$ cat src/rtl/definitions.sv
// Shared definitions for the fetch stage.
//   kNOP          : instruction word presented while the stage has nothing valid
//   fd_s          : payload handed to the fetch/decode pipeline register
//   fetch_state_e : fetch control states
package definitions;

   localparam logic [31:0] kNOP = 32'h0000_0013;  // addi x0, x0, 0

   typedef struct packed {
      logic [31:0] instruction_fd;
      logic [31:0] PC_r_fd;
   } fd_s;

   typedef enum logic [1:0] {
      BOOT  = 2'd0,  // no request outstanding, issue one at pc
      WAIT  = 2'd1,  // one request outstanding for pc
      HOLD  = 2'd2,  // word for pc parked in the hold buffer during a stall
      DRAIN = 2'd3   // one request outstanding whose data must be thrown away
   } fetch_state_e;

endpackage

$ cat src/rtl/fetch_pc_gen.sv
// Fetch program counter: pc register, +4 incrementer and redirect mux.
//   clk, reset          : clock, synchronous active-high reset (pc <= RESET_PC)
//   advance_i           : step pc to pc+4
//   redirect_i          : load redirect target (wins over advance_i)
//   redirect_pc_i       : redirect target, low two bits are dropped
//   pc_o                : current pc
//   pc_seq_o            : pc+4 (modulo 2^32)
module fetch_pc_gen #(
   parameter logic [31:0] RESET_PC = 32'h0000_0000
) (
   input  logic        clk,
   input  logic        reset,
   input  logic        advance_i,
   input  logic        redirect_i,
   input  logic [31:0] redirect_pc_i,
   output logic [31:0] pc_o,
   output logic [31:0] pc_seq_o
);

   logic [31:0] pc_q, pc_d;

   assign pc_seq_o = pc_q + 32'd4;  // natural wrap at 2^32
   assign pc_o     = pc_q;

   always_comb begin
      pc_d = pc_q;
      if (redirect_i)     pc_d = {redirect_pc_i[31:2], 2'b00};
      else if (advance_i) pc_d = pc_seq_o;
   end

   always_ff @(posedge clk) begin
      if (reset) pc_q <= RESET_PC;
      else       pc_q <= pc_d;
   end

endmodule

$ cat src/rtl/fetch_stage.sv
// Instruction fetch stage with at most one instruction-memory read in flight.
//   clk, reset         : clock, synchronous active-high reset
//   stall_i            : FD register holds this cycle
//   redirect_i/_pc_i   : taken branch/jump and its target
//   imem_req_o/addr_o  : single-cycle read request, word-aligned address
//   imem_valid_i/rdata_i : read response (>=1 cycle after its request)
//   fd_s_o, bubble_o   : payload and bubble flag for the FD register
// Optional build macro FETCH_PERF_EN adds saturating counters
//   perf_fetch_cnt_o (delivery cycles) and perf_bubble_cnt_o (bubble cycles,
//   reset cycles excluded).
module fetch_stage
   import definitions::*;
#(
   parameter logic [31:0] RESET_PC = 32'h0000_0000
) (
   input  logic        clk,
   input  logic        reset,
   input  logic        stall_i,
   input  logic        redirect_i,
   input  logic [31:0] redirect_pc_i,
   output logic        imem_req_o,
   output logic [31:0] imem_addr_o,
   input  logic        imem_valid_i,
   input  logic [31:0] imem_rdata_i,
   output fd_s         fd_s_o,
   output logic        bubble_o
`ifdef FETCH_PERF_EN
   ,
   output logic [31:0] perf_fetch_cnt_o,
   output logic [31:0] perf_bubble_cnt_o
`endif
);

   fetch_state_e state_q, state_d;
   logic [31:0]  hold_q, hold_d;
   logic         drop_q, drop_d;   // a pre-reset response is still in flight
   logic [31:0]  pc, pc_seq, instr;
   logic         advance, pend;

   fetch_pc_gen #(.RESET_PC(RESET_PC)) u_pc_gen (
      .clk           (clk),
      .reset         (reset),
      .advance_i     (advance),
      .redirect_i    (redirect_i),
      .redirect_pc_i (redirect_pc_i),
      .pc_o          (pc),
      .pc_seq_o      (pc_seq)
   );

   // Request still in flight after this cycle if reset lands now.
   assign pend = ((state_q == WAIT) || (state_q == DRAIN) || drop_q) && !imem_valid_i;

   always_comb begin
      state_d     = state_q;
      hold_d      = hold_q;
      drop_d      = drop_q;
      imem_req_o  = 1'b0;
      imem_addr_o = pc;
      bubble_o    = 1'b1;
      instr       = kNOP;
      advance     = 1'b0;
      case (state_q)
         BOOT: begin
            // Nothing of ours is outstanding, so any response here is stale.
            if (imem_valid_i) drop_d = 1'b0;
            if (!redirect_i && (!drop_q || imem_valid_i)) begin
               imem_req_o = 1'b1;
               state_d    = WAIT;
            end
         end
         WAIT: begin
            if (redirect_i) begin
               state_d = imem_valid_i ? BOOT : DRAIN;
            end else if (imem_valid_i) begin
               if (stall_i) begin
                  hold_d  = imem_rdata_i;
                  state_d = HOLD;
               end else begin
                  bubble_o    = 1'b0;
                  instr       = imem_rdata_i;
                  imem_req_o  = 1'b1;
                  imem_addr_o = pc_seq;
                  advance     = 1'b1;
               end
            end
         end
         HOLD: begin
            if (redirect_i) begin
               state_d = BOOT;
            end else if (!stall_i) begin
               bubble_o    = 1'b0;
               instr       = hold_q;
               imem_req_o  = 1'b1;
               imem_addr_o = pc_seq;
               advance     = 1'b1;
               state_d     = WAIT;
            end
         end
         DRAIN: begin
            // Wrong-path data arrives: discard it and fetch at the new pc,
            // unless yet another redirect is moving pc this very cycle.
            if (imem_valid_i) begin
               if (redirect_i) begin
                  state_d = BOOT;
               end else begin
                  imem_req_o = 1'b1;
                  state_d    = WAIT;
               end
            end
         end
         default: state_d = BOOT;
      endcase
      if (reset) begin
         imem_req_o = 1'b0;
         bubble_o   = 1'b1;
         instr      = kNOP;
      end
   end

   assign fd_s_o.instruction_fd = instr;
   assign fd_s_o.PC_r_fd        = reset ? RESET_PC : pc;

   always_ff @(posedge clk) begin
      if (reset) begin
         state_q <= BOOT;
         hold_q  <= '0;
         drop_q  <= pend;
      end else begin
         state_q <= state_d;
         hold_q  <= hold_d;
         drop_q  <= drop_d;
      end
   end

`ifdef FETCH_PERF_EN
   logic [31:0] fetch_cnt_q, bubble_cnt_q;

   always_ff @(posedge clk) begin
      if (reset) begin
         fetch_cnt_q  <= '0;
         bubble_cnt_q <= '0;
      end else if (!bubble_o) begin
         if (fetch_cnt_q != 32'hFFFF_FFFF) fetch_cnt_q <= fetch_cnt_q + 32'd1;
      end else begin
         if (bubble_cnt_q != 32'hFFFF_FFFF) bubble_cnt_q <= bubble_cnt_q + 32'd1;
      end
   end

   assign perf_fetch_cnt_o  = fetch_cnt_q;
   assign perf_bubble_cnt_o = bubble_cnt_q;
`endif

endmodule

$ cat config.mk
export PLATFORM = sky130hd
export DESIGN_NAME = fetch_stage
export DESIGN_NICKNAME = d
export VERILOG_FILES = /design/src/rtl/definitions.sv /design/src/rtl/fetch_pc_gen.sv /design/src/rtl/fetch_stage.sv
export SDC_FILE = /design/constraint.sdc
export NUM_CORES = 1
export LEC_CHECK = 0
export ABC_AREA = 1
export CAP_MARGIN = 10
export CORE_MARGIN = 10
export CORE_UTILIZATION = 48
export DETAILED_ROUTE_END_ITERATION = 6
export GPL_ROUTABILITY_DRIVEN = 0
export PLACE_DENSITY_LB_ADDON = 0.08
export RECOVER_POWER = 25
export SETUP_SLACK_MARGIN = 0.3
export SLEW_MARGIN = 20
export SYNTH_ARGS = -nofsm -noshare
export SYNTH_HDL_FRONTEND = slang
export SYNTH_SLANG_ARGS = --single-unit
export TNS_END_PERCENT = 20
$ cat constraint.sdc
create_clock -name clk -period 2.4 [get_ports clk]
set_input_delay 0.36 -clock clk [delete_from_list [all_inputs] [get_ports clk]]
set_output_delay 0.36 -clock clk [all_outputs]
set_load 0.02 [all_outputs]
==> results.sh, run 1 <==
export IMPL_status="finished with violations"
export IMPL_violations="design-rule violations, negative setup slack"
export IMPL_avgSynthCellArea_sq_um=5.58
export IMPL_drc=3
export IMPL_start_kind="flop"
export IMPL_numCtsBuffers=9
export IMPL_ir_drop_v=0.000595
export IMPL_syn_to_final_growth_pct=65.2
export IMPL_yosysSeqAreaShare_pct=24.3
export IMPL_start_util_pct=49.4
export IMPL_grt_pass1_wl_mm=35.5
export IMPL_cts_root_buf="clkbuf_16"
export IMPL_crit_slowest_cell="dfxtp_1"
export IMPL_regArea_sq_um=1350
export IMPL_layout_setup_ws_ns=-0.318
export IMPL_yosys_cell_types_count=41
export IMPL_multi_input_area_sq_um=4140
export IMPL_num_io_pins=167
export IMPL_fp_coreArea_sq_um=10900
export IMPL_hpwl_mm=15.3
export IMPL_p_leak_nw=3.95
export IMPL_fp_dieW_um=126
export IMPL_dp_worst_setup_slack_ns=-0.449
export IMPL_drive_gt1_share_pct=30.8
export IMPL_num_vias=7872
export IMPL_drtIter0Drc=1000
export IMPL_setup_viol=18
export IMPL_synth_seq_cells=65
export IMPL_final_common_cell="nand2_1"
export IMPL_crit_required_ns=2.04
export IMPL_synth_warnings=0
export IMPL_hold_class="primary input to flop"
export IMPL_grt_overflow=0
export IMPL_path_clk_slew_ns=0.06
export IMPL_htreeDepth=3
export IMPL_utilization_pct=81.5
export IMPL_critPathTopFamily="simple AND/OR/NAND/NOR gates"
export IMPL_grt_max_degree=59
export IMPL_clock_sinks=65
export IMPL_finClkSkew_ns=0.00715
export IMPL_diodes=0
export IMPL_cpMostUsedCell="nand2_1"
export IMPL_drv_slew=0
export IMPL_period_minus_slack_ns=2.72
export IMPL_synth_area_leaders="dfxtp_1 24%, nand2_1 22%, nor2_1 11%"
export IMPL_crit_fanout=3
export IMPL_max_cap_violations=0
export IMPL_grt_pass1_vias=7226
export IMPL_fmax_ghz=0.368
export IMPL_detail_route_antenna_nets=0
export IMPL_power_total_w=0.00628
export IMPL_grt_util_all_layers_pct=26.6
export IMPL_routed_wl_mm=24.6
export IMPL_period_share_pct=113
export IMPL_dr_pass1_iters=7
export IMPL_powerDensity_nw_per_um2=705
export IMPL_setup_worst_path_class="flop to output pin"
export IMPL_portBuffers=160
export IMPL_hold_buffers=0
export IMPL_clk_latency_ns=0.35
export IMPL_tightest_slew_ns=0.660
export IMPL_fin_nets=1305
export IMPL_yosysTopAreaCellShare_pct=23.7
export IMPL_finalHoldViolations=0
export IMPL_wl_per_cell_um=17.9
export IMPL_relSlewSlack_pct=56.0
export IMPL_yosysTopAreaCell="dfxtp_1"
export IMPL_num_fill_cells=775
export IMPL_layout_common_cells="279 x nand2_1, 165 x buf_4, 127 x nor2_1, 84 x a21oi_1, 82 x clkdlybuf4s50_1"
export IMPL_crit_chain="nand2_1 -> nor2_1 -> nand2_1 -> nor2_2 -> nand2_1 -> nand2_1 -> nand3_1 -> nand3_1 -> nand2_1 -> nand2_1 -> nand2_1 -> nand2_1 -> buf_4"
export IMPL_die_h_um=126
export IMPL_antenna_found_initial=0
export IMPL_cpPeakStageDelay_ns=0.41
export IMPL_worst_setup_path_end_kind="output pin"
export IMPL_rows=38
export IMPL_path_buf_inv=1
export IMPL_syn_instance_count=967
export IMPL_vias_per_cell=5.72
export IMPL_synth_area_sq_um=5400
export IMPL_critPathArrivalTime_ns=2.36
export IMPL_fp_dieArea_sq_um=15900
export IMPL_clk_path_buf_depth=2
export IMPL_rsz0062_at_grt="yes"
export IMPL_cts_tree="built"
## cell families (layout without fill, tap and decap cells)
family / after synthesis / in the layout / share of synthesized area, %
AND/OR/NAND/NOR: 582 / 582 / 44.8
buffers and inverters: 114 / 380 / 8.99
other: 1 / 4 / 0.0695
adder cells (fa/ha/maj): 5 / 5 / 1.16
flip-flops: 65 / 65 / 24.3
XOR/XNOR: 6 / 6 / 0.973
AO/OA/AOI/OAI: 194 / 194 / 19.8
## stage by stage
stage,TNS [ns],instances,instance area [sq um],hold WS [ns]
final,-1.53,1376,8920,0.511
after global routing,-4.11,1376,8920,0.512
after CTS,-0.0611,1366,8520,0.496
after detailed placement,-19.33,1337,7920,0.497
after global placement,-18.23,1337,7920,0.490
after floorplan,0,970,5410,0.478
## power breakdown
part	switching, W	internal, W
combinational	0.00223	0.00144
sequential	0.0000831	0.00119
clock	0.000540	0.000808
## routing by layer
layer	wire length, um	track usage (%)	vias to the layer above	share of wire (%)
met5	0	0	-	0
met4	1420	12.1	0	5.8
met3	2710	8.81	134	11
met2	11700	46.0	538	48
met1	8780	28.9	3516	36
li1	-	-	3684	-
## worst register-to-register path: cells and delay by family (launching register included)
kind	cells	cell delay, ns
flops	1	0.31
compound gates	3	0.51
simple gates	3	0.38
buf+inv	3	0.42
fa+ha+maj	1	0.25
## Yosys cell counts, drive strengths merged
master,instances
o31ai,2
a221oi,2
inv,55
buf,24
clkinv,1
nand2,321
conb,1
nand4,2
dfxtp,64
o21ai,66
a21oi,89
a22oi,6
a211oi,1
nor3,4
nor2,168
o31a,1
clkbuf,34
o211ai,4
edfxtp,1
a31oi,19
xor2,6
and2,1
nand3,86
a41oi,3
o22ai,1
ha,5
## layout make-up
cell class / count / area share, %
clock buffers: 10 / 2.57
clock inverters: 6 / 0.744
multi-input cells: 791 / 46.5
repair buffers: 308 / 30.6
inverters: 56 / 2.46
flip-flops and latches: 65 / 15.2
well taps: 140 / 1.96
## flip-flops by register name, indices dropped and copies added, names as in the netlist
register       count
state_q            2
hold_q            32
drop_q             1
u_pc_gen.pc_o     30
## final timing paths
path	start	to	slack, ns	depth (start not counted)
worst max register to register	state_q[1]$_SDFFE_PP0P_	u_pc_gen.pc_o[27]$_SDFFE_PP0P_	0.40	10
worst min-delay path	reset	u_pc_gen.pc_o[9]$_SDFFE_PP0P_	0.51	3
worst min register to register	hold_q[28]$_SDFFE_PP0P_	hold_q[28]$_SDFFE_PP0P_	0.51	2
worst max-delay path	u_pc_gen.pc_o[22]$_SDFFE_PP0P_	imem_addr_o[25]	-0.32	13
## repair_timing
| action | in CTS | in global routing |
|---|---|---|
| resized for setup | 404 | 132 |
| endpoints found under the setup margin | 65 | 72 |
| gates cloned | 2 | 0 |
| buffers inserted | 11 | 10 |
| pin swaps | 31 | 46 |
Note: power is estimated with default switching activity, not from simulation.
==> run 2: changes to the inputs <==
--- a/config.mk
+++ b/config.mk
@@ -7,14 +7,14 @@
 export LEC_CHECK = 0
 export ABC_AREA = 1
 export CAP_MARGIN = 10
-export CORE_MARGIN = 10
+export CORE_MARGIN = 1.5
 export CORE_UTILIZATION = 48
 export DETAILED_ROUTE_END_ITERATION = 6
 export GPL_ROUTABILITY_DRIVEN = 0
 export PLACE_DENSITY_LB_ADDON = 0.08
 export RECOVER_POWER = 25
 export SETUP_SLACK_MARGIN = 0.3
-export SLEW_MARGIN = 20
+export SLEW_MARGIN = 25
 export SYNTH_ARGS = -nofsm -noshare
 export SYNTH_HDL_FRONTEND = slang
 export SYNTH_SLANG_ARGS = --single-unit
==> run 2 against run 1 <==
The flow still finishes with violations (design-rule violations, negative setup slack). Power is 2.8% higher. Combinational power rose by 14%. Via count increased by 5.2%. Count of clock-buffer cells in the layout increased by 2. Flip-flop and latch count unchanged. Critical path depth up 1. Hold slack lost 0.14 ns. Setup slack better by 0.042 ns. Critical path type unchanged. Highest routed layer unchanged.
==> results.sh, run 2 (same netlist as run 1, synthesis figures left out) <==
export IMPL_status="finished with violations"
export IMPL_violations="design-rule violations, negative setup slack"
export IMPL_rows=38
export IMPL_largest_register_ffs=32
export IMPL_drc=48
export IMPL_rsz0062_at_grt="yes"
export IMPL_fin_nets=1313
export IMPL_grt_pass1_wl_mm=33.9
export IMPL_syn_to_final_growth_pct=73.3
export IMPL_ir_drop_v=0.000556
export IMPL_final_common_cell="nand2_1"
export IMPL_rrSetupSlack_ns=-0.10
export IMPL_period_minus_slack_ns=2.68
export IMPL_num_io_pins=167
export IMPL_diodes=0
export IMPL_crit_required_ns=2.04
export IMPL_setup_viol=38
export IMPL_fp_dieW_um=109
export IMPL_p_seq_share_pct=19.8
export IMPL_combPwrFrac_pct=64.7
export IMPL_finalHoldViolations=0
export IMPL_num_vias=8283
export IMPL_die_h_um=109
export IMPL_p_leak_nw=4.04
export IMPL_start_util_pct=49.6
export IMPL_path_clk_slew_ns=0.08
export IMPL_regArea_sq_um=1360
export IMPL_numCtsBuffers=9
export IMPL_antenna_found_initial=0
export IMPL_grt_max_degree=58
export IMPL_tightest_slew_ns=0.683
export IMPL_grt_util_all_layers_pct=36.3
export IMPL_drive_gt1_share_pct=35.9
export IMPL_layout_setup_ws_ns=-0.276
export IMPL_crit_fanout=3
export IMPL_clock_sinks=65
export IMPL_fp_coreArea_sq_um=10900
export IMPL_hpwl_mm=13.8
export IMPL_power_total_w=0.00646
export IMPL_detail_route_antenna_nets=0
export IMPL_drtIter0Drc=1372
export IMPL_portBuffers=160
export IMPL_powerDensity_nw_per_um2=690
export IMPL_multi_input_area_sq_um=4480
export IMPL_power_switching_w=0.00307
export IMPL_num_fill_cells=615
export IMPL_cts_root_buf="clkbuf_8"
export IMPL_relSlewSlack_pct=54.5
export IMPL_grt_pass1_vias=7167
export IMPL_fp_dieArea_sq_um=11900
export IMPL_drv_slew=0
export IMPL_max_cap_violations=0
export IMPL_switching_share_pct=47.5
export IMPL_clk_path_buf_depth=2
export IMPL_critPathArrivalTime_ns=2.32
export IMPL_hold_class="primary input to flop"
export IMPL_routed_wl_mm=24.9
export IMPL_layout_common_cells="264 x nand2_1, 150 x buf_4, 126 x nor2_1, 93 x clkdlybuf4s50_1, 71 x nand3_1"
export IMPL_dr_pass1_iters=7
export IMPL_p_int_w=0.00339
export IMPL_wl_per_cell_um=18.0
export IMPL_finClkSkew_ns=0.0144
export IMPL_clockPowerShare_pct=15.5
export IMPL_period_share_pct=111
export IMPL_clk_latency_ns=0.38
export IMPL_cts_tree="built"
export IMPL_worst_setup_path_end_kind="output pin"
export IMPL_grt_overflow=0
export IMPL_vias_per_cell=5.99
export IMPL_setup_tns_ns=-2.89
export IMPL_fmax_ghz=0.374
export IMPL_start_kind="flop"
export IMPL_htreeDepth=3
export IMPL_hold_buffers=0
export IMPL_setup_worst_path_class="flop to output pin"
export IMPL_top_register="hold_q"
[run 2: cell types whose count changed in the layout (fill, tap and decap cells not counted), sizes merged, moves of 2 or more]
cell	before	now
clkdlybuf4s50	82	93
buf	212	219
dlymetal6s2s	8	1
dlygate4sd2	2	0
[run 2: path summary, 6_finish.rpt]
kind                                                        to                           start  depth (start not counted)
worst min-delay path                   state_q[0]$_SDFFE_PP0P_                           reset                          3
worst min register to register          hold_q[0]$_SDFFE_PP0P_          hold_q[0]$_SDFFE_PP0P_                          2
worst max register to register  u_pc_gen.pc_o[30]$_SDFFE_PP0P_  u_pc_gen.pc_o[12]$_SDFFE_PP0P_                         19
worst max-delay path                           imem_addr_o[30]  u_pc_gen.pc_o[12]$_SDFFE_PP0P_                         14
[run 2: worst max-delay path: stages, from the launching register on]
cell	delay [ns]
dfxtp_2	0.38
nand2_1	0.24
nor2_2	0.21
nand2_2	0.13
nor2_4	0.14
buf_6	0.15
nand2_2	0.06
nand2_2	0.07
nand3_2	0.09
nand3_2	0.09
nand2_1	0.07
nand2_1	0.07
nand2_1	0.04
nand2_1	0.08
buf_6	0.11
[run 2: per-layer routing]
metal  vias up  wire length [um]  GRT usage [%]
met1      3704              8610           40.3
met2       672             11700           61.7
met4         0              1790           23.6
met3       209              2770           8.79
met5         -                 0              0
li1       3698                 -              -
[run 2: cell type report]
type,count,share of cell area [%]
tap,140,1.87
timing repair buffer,315,31.1
sequential,65,14.5
clock buffer,12,1.66
inverter,56,2.49
multi-input combinational,792,47.9
clock inverter,3,0.428
[run 2: repair_timing]
| item | in CTS | in global routing |
|---|---|---|
| endpoints found under the setup margin | 66 | 76 |
| pin swaps | 51 | 64 |
| gates resized for setup | 418 | 251 |
| cloned | 0 | 1 |
| buffers inserted | 26 | 14 |
[run 2: stage by stage]
step           cell area, sq um  utilization (%)  setup WS (ns)  hold WS (ns)  cells
2_1_floorplan              5410                -          0.193         0.478    970
3_3_place_gp               7860             72.2         -0.446         0.493   1327
3_5_place_dp               7860             72.2         -0.491         0.499   1327
4_1_cts                    8630             79.3        -0.0210         0.349   1368
5_1_grt                    9360             85.9         -0.342         0.374   1383
6_report                   9360             85.9         -0.276         0.370   1383
[run 2: power by group through the flow]
stage / clock network, W / logic, W / registers, W
CTS: 0.000977 / 0.00352 / 0.00125
detailed placement: 0 / 0.00345 / 0.00127
floorplan: 0 / 0.00182 / 0.00127
global placement: 0 / 0.00342 / 0.00127
global route: 0.00103 / 0.00439 / 0.00129
finish: 0.000998 / 0.00418 / 0.00128
